**src/rtl/counter_pkg.sv**
```systemverilog
// ----------------------------------------------------------------------------
// counter_pkg
// Shared types and constants for the up/down counter control stage.
//   mode_e      : operating mode of the control FSM (manual / auto)
//   DIR_UP/DOWN : encoding of the counter direction level (dir_o / dir_i)
//   BTN_*       : bit positions of the buttons inside the internal button vector
// ----------------------------------------------------------------------------
package counter_pkg;

   typedef enum logic {
      MODE_MANUAL = 1'b0,
      MODE_AUTO   = 1'b1
   } mode_e;

   localparam logic DIR_UP   = 1'b0;
   localparam logic DIR_DOWN = 1'b1;

   // Button vector layout used by the top level to build the debouncer array.
   localparam int BTN_STEP = 0;
   localparam int BTN_DIR  = 1;
   localparam int BTN_MODE = 2;
   localparam int NUM_BTN  = 3;

   // Width needed to hold the values 0..n-1 (at least 1 bit).
   function automatic int cnt_width(input int n);
      return (n <= 2) ? 1 : $clog2(n);
   endfunction

endpackage

```
**src/rtl/counter_ctrl_if.sv**
```systemverilog
// ----------------------------------------------------------------------------
// counter_ctrl_if
// Bundle between the pushbutton side and the counter side of counter_ctrl.
//   btn_step_i / btn_dir_i / btn_mode_i : raw asynchronous, bouncy buttons
//   enable_o : one-cycle count strobe toward the counter's enable_i
//   dir_o    : count direction toward the counter's dir_i (0 up, 1 down)
//   mode_o   : current mode (0 manual, 1 auto)
// Modports:
//   master : the stimulus side (drives buttons, observes outputs)
//   slave  : the control block (reads buttons, drives outputs)
// ----------------------------------------------------------------------------
interface counter_ctrl_if;
   import counter_pkg::*;

   logic btn_step_i;
   logic btn_dir_i;
   logic btn_mode_i;
   logic enable_o;
   logic dir_o;
   logic mode_o;

   modport master (
      output btn_step_i,
      output btn_dir_i,
      output btn_mode_i,
      input  enable_o,
      input  dir_o,
      input  mode_o
   );

   modport slave (
      input  btn_step_i,
      input  btn_dir_i,
      input  btn_mode_i,
      output enable_o,
      output dir_o,
      output mode_o
   );

endinterface

```
**src/rtl/btn_debounce.sv**
```systemverilog
// ----------------------------------------------------------------------------
// btn_debounce
// One pushbutton conditioner: 2-flop synchronizer, debounce counter and a
// registered rise pulse.
//   clk     : system clock
//   rst     : synchronous active-high reset
//   btn_i   : raw asynchronous button
//   level_o : debounced button level
//   press_o : one-cycle pulse on a debounced 0->1 transition
// The debounced level follows the synchronized input only after the two have
// disagreed for DEBOUNCE_CYCLES consecutive cycles; one cycle of agreement
// restarts the count. press_o is raised on the same edge the level rises, so
// from the raw edge k the pulse is visible after edge k+DEBOUNCE_CYCLES+1.
// ----------------------------------------------------------------------------
module btn_debounce
   import counter_pkg::*;
#(
   parameter int DEBOUNCE_CYCLES = 4
) (
   input  logic clk,
   input  logic rst,
   input  logic btn_i,
   output logic level_o,
   output logic press_o
);

   localparam int                CW       = cnt_width(DEBOUNCE_CYCLES);
   localparam logic [CW-1:0]     CNT_LAST = CW'(DEBOUNCE_CYCLES - 1);

   logic          r_sync1;
   logic          r_sync2;
   logic          r_level;
   logic          r_press;
   logic [CW-1:0] r_cnt;

   always_ff @(posedge clk) begin
      if (rst) begin
         r_sync1 <= 1'b0;
         r_sync2 <= 1'b0;
         r_level <= 1'b0;
         r_press <= 1'b0;
         r_cnt   <= '0;
      end else begin
         r_sync1 <= btn_i;
         r_sync2 <= r_sync1;
         r_press <= 1'b0;
         if (r_sync2 == r_level) begin
            r_cnt <= '0;
         end else if (r_cnt == CNT_LAST) begin
            // This is the DEBOUNCE_CYCLES-th consecutive disagreeing cycle.
            r_cnt   <= '0;
            r_level <= r_sync2;
            r_press <= r_sync2;   // pulse only on the rising change
         end else begin
            r_cnt <= r_cnt + CW'(1);
         end
      end
   end

   assign level_o = r_level;
   assign press_o = r_press;

endmodule

```
**src/rtl/counter_ctrl.sv**
```systemverilog
// ----------------------------------------------------------------------------
// counter_ctrl
// Upstream control stage for the up/down counter.
//   clk  : system clock
//   rst  : synchronous active-high reset
//   bus  : counter_ctrl_if.slave
//            btn_step_i, btn_dir_i, btn_mode_i : raw buttons
//            enable_o : count strobe, dir_o : direction, mode_o : mode
// Three debouncers turn the buttons into press pulses. A dir press toggles
// dir_o. The mode FSM toggles between MANUAL (each step press is one strobe)
// and AUTO (a prescaler strobes once every PRESCALE cycles, step ignored).
// All outputs come straight from flops.
// ----------------------------------------------------------------------------
module counter_ctrl
   import counter_pkg::*;
#(
   parameter int DEBOUNCE_CYCLES = 4,
   parameter int PRESCALE        = 8
) (
   input  logic           clk,
   input  logic           rst,
   counter_ctrl_if.slave  bus
);

   localparam int            PW      = cnt_width(PRESCALE);
   localparam logic [PW-1:0] PS_LAST = PW'(PRESCALE - 1);

   logic [NUM_BTN-1:0] w_btn;
   logic [NUM_BTN-1:0] w_level;
   logic [NUM_BTN-1:0] w_press;
   logic               w_unused_levels;

   mode_e         r_state;
   logic          r_enable;
   logic          r_dir;
   logic [PW-1:0] r_presc;

   assign w_btn[BTN_STEP] = bus.btn_step_i;
   assign w_btn[BTN_DIR]  = bus.btn_dir_i;
   assign w_btn[BTN_MODE] = bus.btn_mode_i;

   generate
      for (genvar gi = 0; gi < NUM_BTN; gi++) begin : g_btn
         btn_debounce #(
            .DEBOUNCE_CYCLES (DEBOUNCE_CYCLES)
         ) u_btn (
            .clk     (clk),
            .rst     (rst),
            .btn_i   (w_btn[gi]),
            .level_o (w_level[gi]),
            .press_o (w_press[gi])
         );
      end
   endgenerate

   // Debounced levels are only of interest to observers of the hierarchy.
   assign w_unused_levels = ^w_level;

   always_ff @(posedge clk) begin
      if (rst) begin
         r_state  <= MODE_MANUAL;
         r_enable <= 1'b0;
         r_dir    <= DIR_UP;
         r_presc  <= '0;
      end else begin
         // Independent of the mode; in AUTO the prescaler is untouched.
         if (w_press[BTN_DIR]) begin
            r_dir <= ~r_dir;
         end

         r_enable <= 1'b0;
         case (r_state)
            MODE_MANUAL: begin
               if (w_press[BTN_MODE]) begin
                  // Mode change wins over a coincident step press.
                  r_state <= MODE_AUTO;
                  r_presc <= '0;
               end else begin
                  r_enable <= w_press[BTN_STEP];
               end
            end
            MODE_AUTO: begin
               if (w_press[BTN_MODE]) begin
                  r_state <= MODE_MANUAL;
                  r_presc <= '0;
               end else begin
                  // Strobe is registered off the terminal count, so the
                  // first strobe lands PRESCALE cycles after entering AUTO.
                  r_enable <= (r_presc == PS_LAST);
                  r_presc  <= (r_presc == PS_LAST) ? '0 : r_presc + PW'(1);
               end
            end
            default: begin
               r_state <= MODE_MANUAL;
               r_presc <= '0;
            end
         endcase
      end
   end

   assign bus.enable_o = r_enable;
   assign bus.dir_o    = r_dir;
   assign bus.mode_o   = (r_state == MODE_AUTO);

endmodule

```
**src/flat_wrapper.sv**
```systemverilog
// flat-port wrapper written by rule: the top's interface ports become plain ports
module counter_ctrl_flat import counter_pkg::*;
#(
   parameter int DEBOUNCE_CYCLES = 4,
   parameter int PRESCALE        = 8
)
  (clk, rst, bus_btn_step_i, bus_btn_dir_i, bus_btn_mode_i, bus_enable_o, bus_dir_o, bus_mode_o);
  counter_ctrl_if bus_i ();
  input  logic clk;
  input  logic rst;
  input wire logic [$bits(bus_i.btn_step_i)-1:0] bus_btn_step_i;
  input wire logic [$bits(bus_i.btn_dir_i)-1:0] bus_btn_dir_i;
  input wire logic [$bits(bus_i.btn_mode_i)-1:0] bus_btn_mode_i;
  output wire logic [$bits(bus_i.enable_o)-1:0] bus_enable_o;
  output wire logic [$bits(bus_i.dir_o)-1:0] bus_dir_o;
  output wire logic [$bits(bus_i.mode_o)-1:0] bus_mode_o;
  assign bus_i.btn_step_i = bus_btn_step_i;
  assign bus_i.btn_dir_i = bus_btn_dir_i;
  assign bus_i.btn_mode_i = bus_btn_mode_i;
  assign bus_enable_o = bus_i.enable_o;
  assign bus_dir_o = bus_i.dir_o;
  assign bus_mode_o = bus_i.mode_o;
  counter_ctrl #(.DEBOUNCE_CYCLES(DEBOUNCE_CYCLES), .PRESCALE(PRESCALE)) u_core (.clk(clk), .rst(rst), .bus(bus_i));
endmodule
```
**config.mk**
```make
export PLATFORM = sky130hd
export DESIGN_NAME = counter_ctrl_flat
export DESIGN_NICKNAME = d
export VERILOG_FILES = /design/src/rtl/counter_pkg.sv /design/src/rtl/counter_ctrl_if.sv /design/src/rtl/btn_debounce.sv /design/src/rtl/counter_ctrl.sv /design/src/flat_wrapper.sv
export SDC_FILE = /design/constraint.sdc
export NUM_CORES = 1
export LEC_CHECK = 0
export CAP_MARGIN = 20
export CORE_UTILIZATION = 48
export DETAILED_ROUTE_END_ITERATION = 12
export PLACE_DENSITY = 0.71
export RECOVER_POWER = 25
export SLEW_MARGIN = 15
export SYNTH_ARGS = -nofsm -noshare
export SYNTH_HDL_FRONTEND = slang
export SYNTH_HIERARCHICAL = 1
export SYNTH_SLANG_ARGS = --single-unit
export TNS_END_PERCENT = 50
```
**constraint.sdc**
```tcl
create_clock -name clk -period 1.4 [get_ports clk]
set_input_delay 0.14 -clock clk [delete_from_list [all_inputs] [get_ports clk]]
set_output_delay 0.14 -clock clk [all_outputs]
set_load 0.05 [all_outputs]
```
==> results_dict.tcl <==
set metrics [dict create \
    multi_input_area_um2 424.2 \
    dpl_cell_area_um2 1050 \
    startpoint "u_core/r_presc[1]" \
    clk_pin_slew_ns 0.12 \
    fin_skew_ns 0.002340 \
    clk_latency_ns 0.29 \
    firstDrtPassIters 2 \
    timing.fmax_mhz 737.6 \
    postRouteAntennaNets 0 \
    postCtsSetupBuffers 0 \
    slew_headroom 0.6708 \
    maxCapViolations 0 \
    cts_buffer_depth 2 \
    antenna_found_initial 0 \
    die_area_um2 1972 \
    core-area_um2 1594 \
    reg2reg_from "u_core/r_presc[1]" \
    p_leak_nw 0.3966 \
    setup_viol 0 \
    place_hpwl_um 892.8 \
    drtIter0Drc 2 \
    syn_to_final_growth_pct 26.81 \
    h-tree-depth 1 \
    cts.sinks 24 \
    status "finished, final reports clean" \
    powerDensity_nw_per_um2 980.1 \
    die_y_um 44.41 \
    cp.arrival_ns 1.57 \
    syn_avg_cell_area_um2 12.33 \
    seq_area_um2 486.7 \
    start_util 0.5416 \
    cp_max_fo 2 \
    final_common_cell "dfxtp_1" \
    port_buffers 7 \
    grtUsageTotal 0.1469 \
    grt_pass1_vias 513 \
    vdd_drop_max_mv 0.6103 \
    via_per_inst 4.900 \
    synth_seq_cells 24 \
    criticalPathCategory "flop to flop" \
    ys.warnings.count 6 \
    synth.distinct_cells 16 \
    holdPathStages 2 \
    place_congestion 0.6373 \
    grt_max_degree 25 \
    syn-cell-area_um2 863.3 \
    final_area_um2 1095 \
    drc 0 \
    slew_viol_final 0 \
    worst_slew_pin_slew_ns 0.4939 \
    critPathCaptureType "flop" \
    cts_tree "done" \
    grt_pass1_wl_um 2090 \
    wl_um 1236 \
    instances_no_fill 110 \
    drive_gt1_frac 0.3140 \
    r2r_cells 4 \
    rsz0062_at_grt "true" \
    grt_overflow_total 0 \
    antenna_cells 0 \
    worstPathRequired_ns 1.61 \
    avgRoutedWirePerCell_um 11.24 \
    start_kind "flop" \
    num_rows 14 \
    nets 98 \
    period_share 0.9685 \
    cts_root_buf "clkbuf_4" \
    dr_total_vias 539 \
    cts_made_buffers 3 \
    finalHoldViolations 0 \
    whs_ns 0.3812 \
    hold_class "input pin to flop" \
    cts_hold_buffers 0 \
    hold_start "bus_btn_mode_i" \
    fin_tns_setup_ns 0 \
    postSynthCellCount 70 \
    die_x_um 44.41 \
    yosysSeqAreaShare 0.5565 \
    final_cell_mix "dfxtp_1 (21), nor2b_1 (7), buf_4 (6)" \
    ios 8 \
    fin_crit_ns 1.356 \
    post-place-cells 106 \
    fillerInstances 127 \
    synth_nets 81 \
    totalPowerFinal_mw 1.073 \
]
[synth_stat cells]
library cell	count	area, um^2
xnor2_1	4	35.03
nor4_1	3	18.77
nand4bb_1	2	22.52
ha_1	6	75.07
nand2_1	3	11.26
a21oi_1	2	10.01
dfxtp_1	24	480.5
and4bb_2	3	37.54
o32ai_1	1	8.760
or4_1	1	7.510
nor2b_1	7	43.79
mux2i_1	4	40.04
nor2_1	4	15.01
nor4b_2	3	45.04
inv_1	2	7.510
nor3_1	1	5.000
[final cells by class]
cell class / instances / share of cell area
well taps: 24 / 0.02743
repair buffers: 12 / 0.1006
clock buffers: 4 / 0.03314
flip-flops and latches: 24 / 0.4446
multi-input cells: 44 / 0.3874
inverters: 2 / 0.006857
[final timing paths]
kind / endpoint / slack, ns
setup / recovery: u_core/r_presc[0] / 0.04
hold / removal: u_core/g_btn[2].u_btn/r_sync1 / 0.38
setup reg to reg: u_core/r_presc[0] / 0.04
hold reg to reg: u_core/g_btn[1].u_btn/r_cnt[0] / 0.44
[critical path, cell delays in order, from the launching register on]
cell and delay, ns:
dfxtp_2 0.36, ha_4 0.16, ha_4 0.15, or4_4 0.41
o32ai_2 0.19
[what timing repair did]
action,4_1_cts,5_1_grt
endpoints found under the setup margin,1,1
pin swaps,2,0
resized for setup,0,2
[stage by stage]
step	utilization	setup slack [ns]
after global routing	0.6868	0.0008827
after detailed placement	0.6586	-0.08293
after CTS	0.6813	0.03200
after floorplan	-	-0.006491
after global placement	0.6586	-0.02280
final	0.6868	0.04417
[report_power, final]
part / switching (mW) / internal, mW
logic: 0.0168 / 0.0201
registers: 0.00458 / 0.691
clock network: 0.182 / 0.158
[layer usage]
metal,vias up,GRT usage,share of wire
met2,7,0.2412,0.45
li1,282,-,-
met5,-,0,0
met4,0,0.05455,0.011
met1,248,0.1839,0.51
met3,2,0.04082,0.033
[state kept, by name, indices dropped and copies added (netlist names)]
name / flops
u_core/bus.dir_o: 1
u_core/g_btn.u_btn/level_o: 3
u_core/g_btn.u_btn/press_o: 3
u_core/r_presc: 3
u_core/bus.mode_o: 1
u_core/g_btn.u_btn/r_cnt: 6
u_core/g_btn.u_btn/r_sync2: 3
u_core/g_btn.u_btn/r_sync1: 3
u_core/bus.enable_o: 1
[logic make-up (layout without fill, tap and decap cells)]
kind of cell	count (synthesis)	after routing	share of synthesized area
AND/OR/NAND/NOR	27	27	0.2391
flip-flops	24	24	0.5565
adder cells (fa/ha/maj)	6	6	0.08695
XOR/XNOR	4	4	0.04058
multiplexers	4	4	0.04638
AO/OA/AOI/OAI	3	3	0.02174
buffers and inverters	2	18	0.008699
Power figures use the tool's default switching activity.
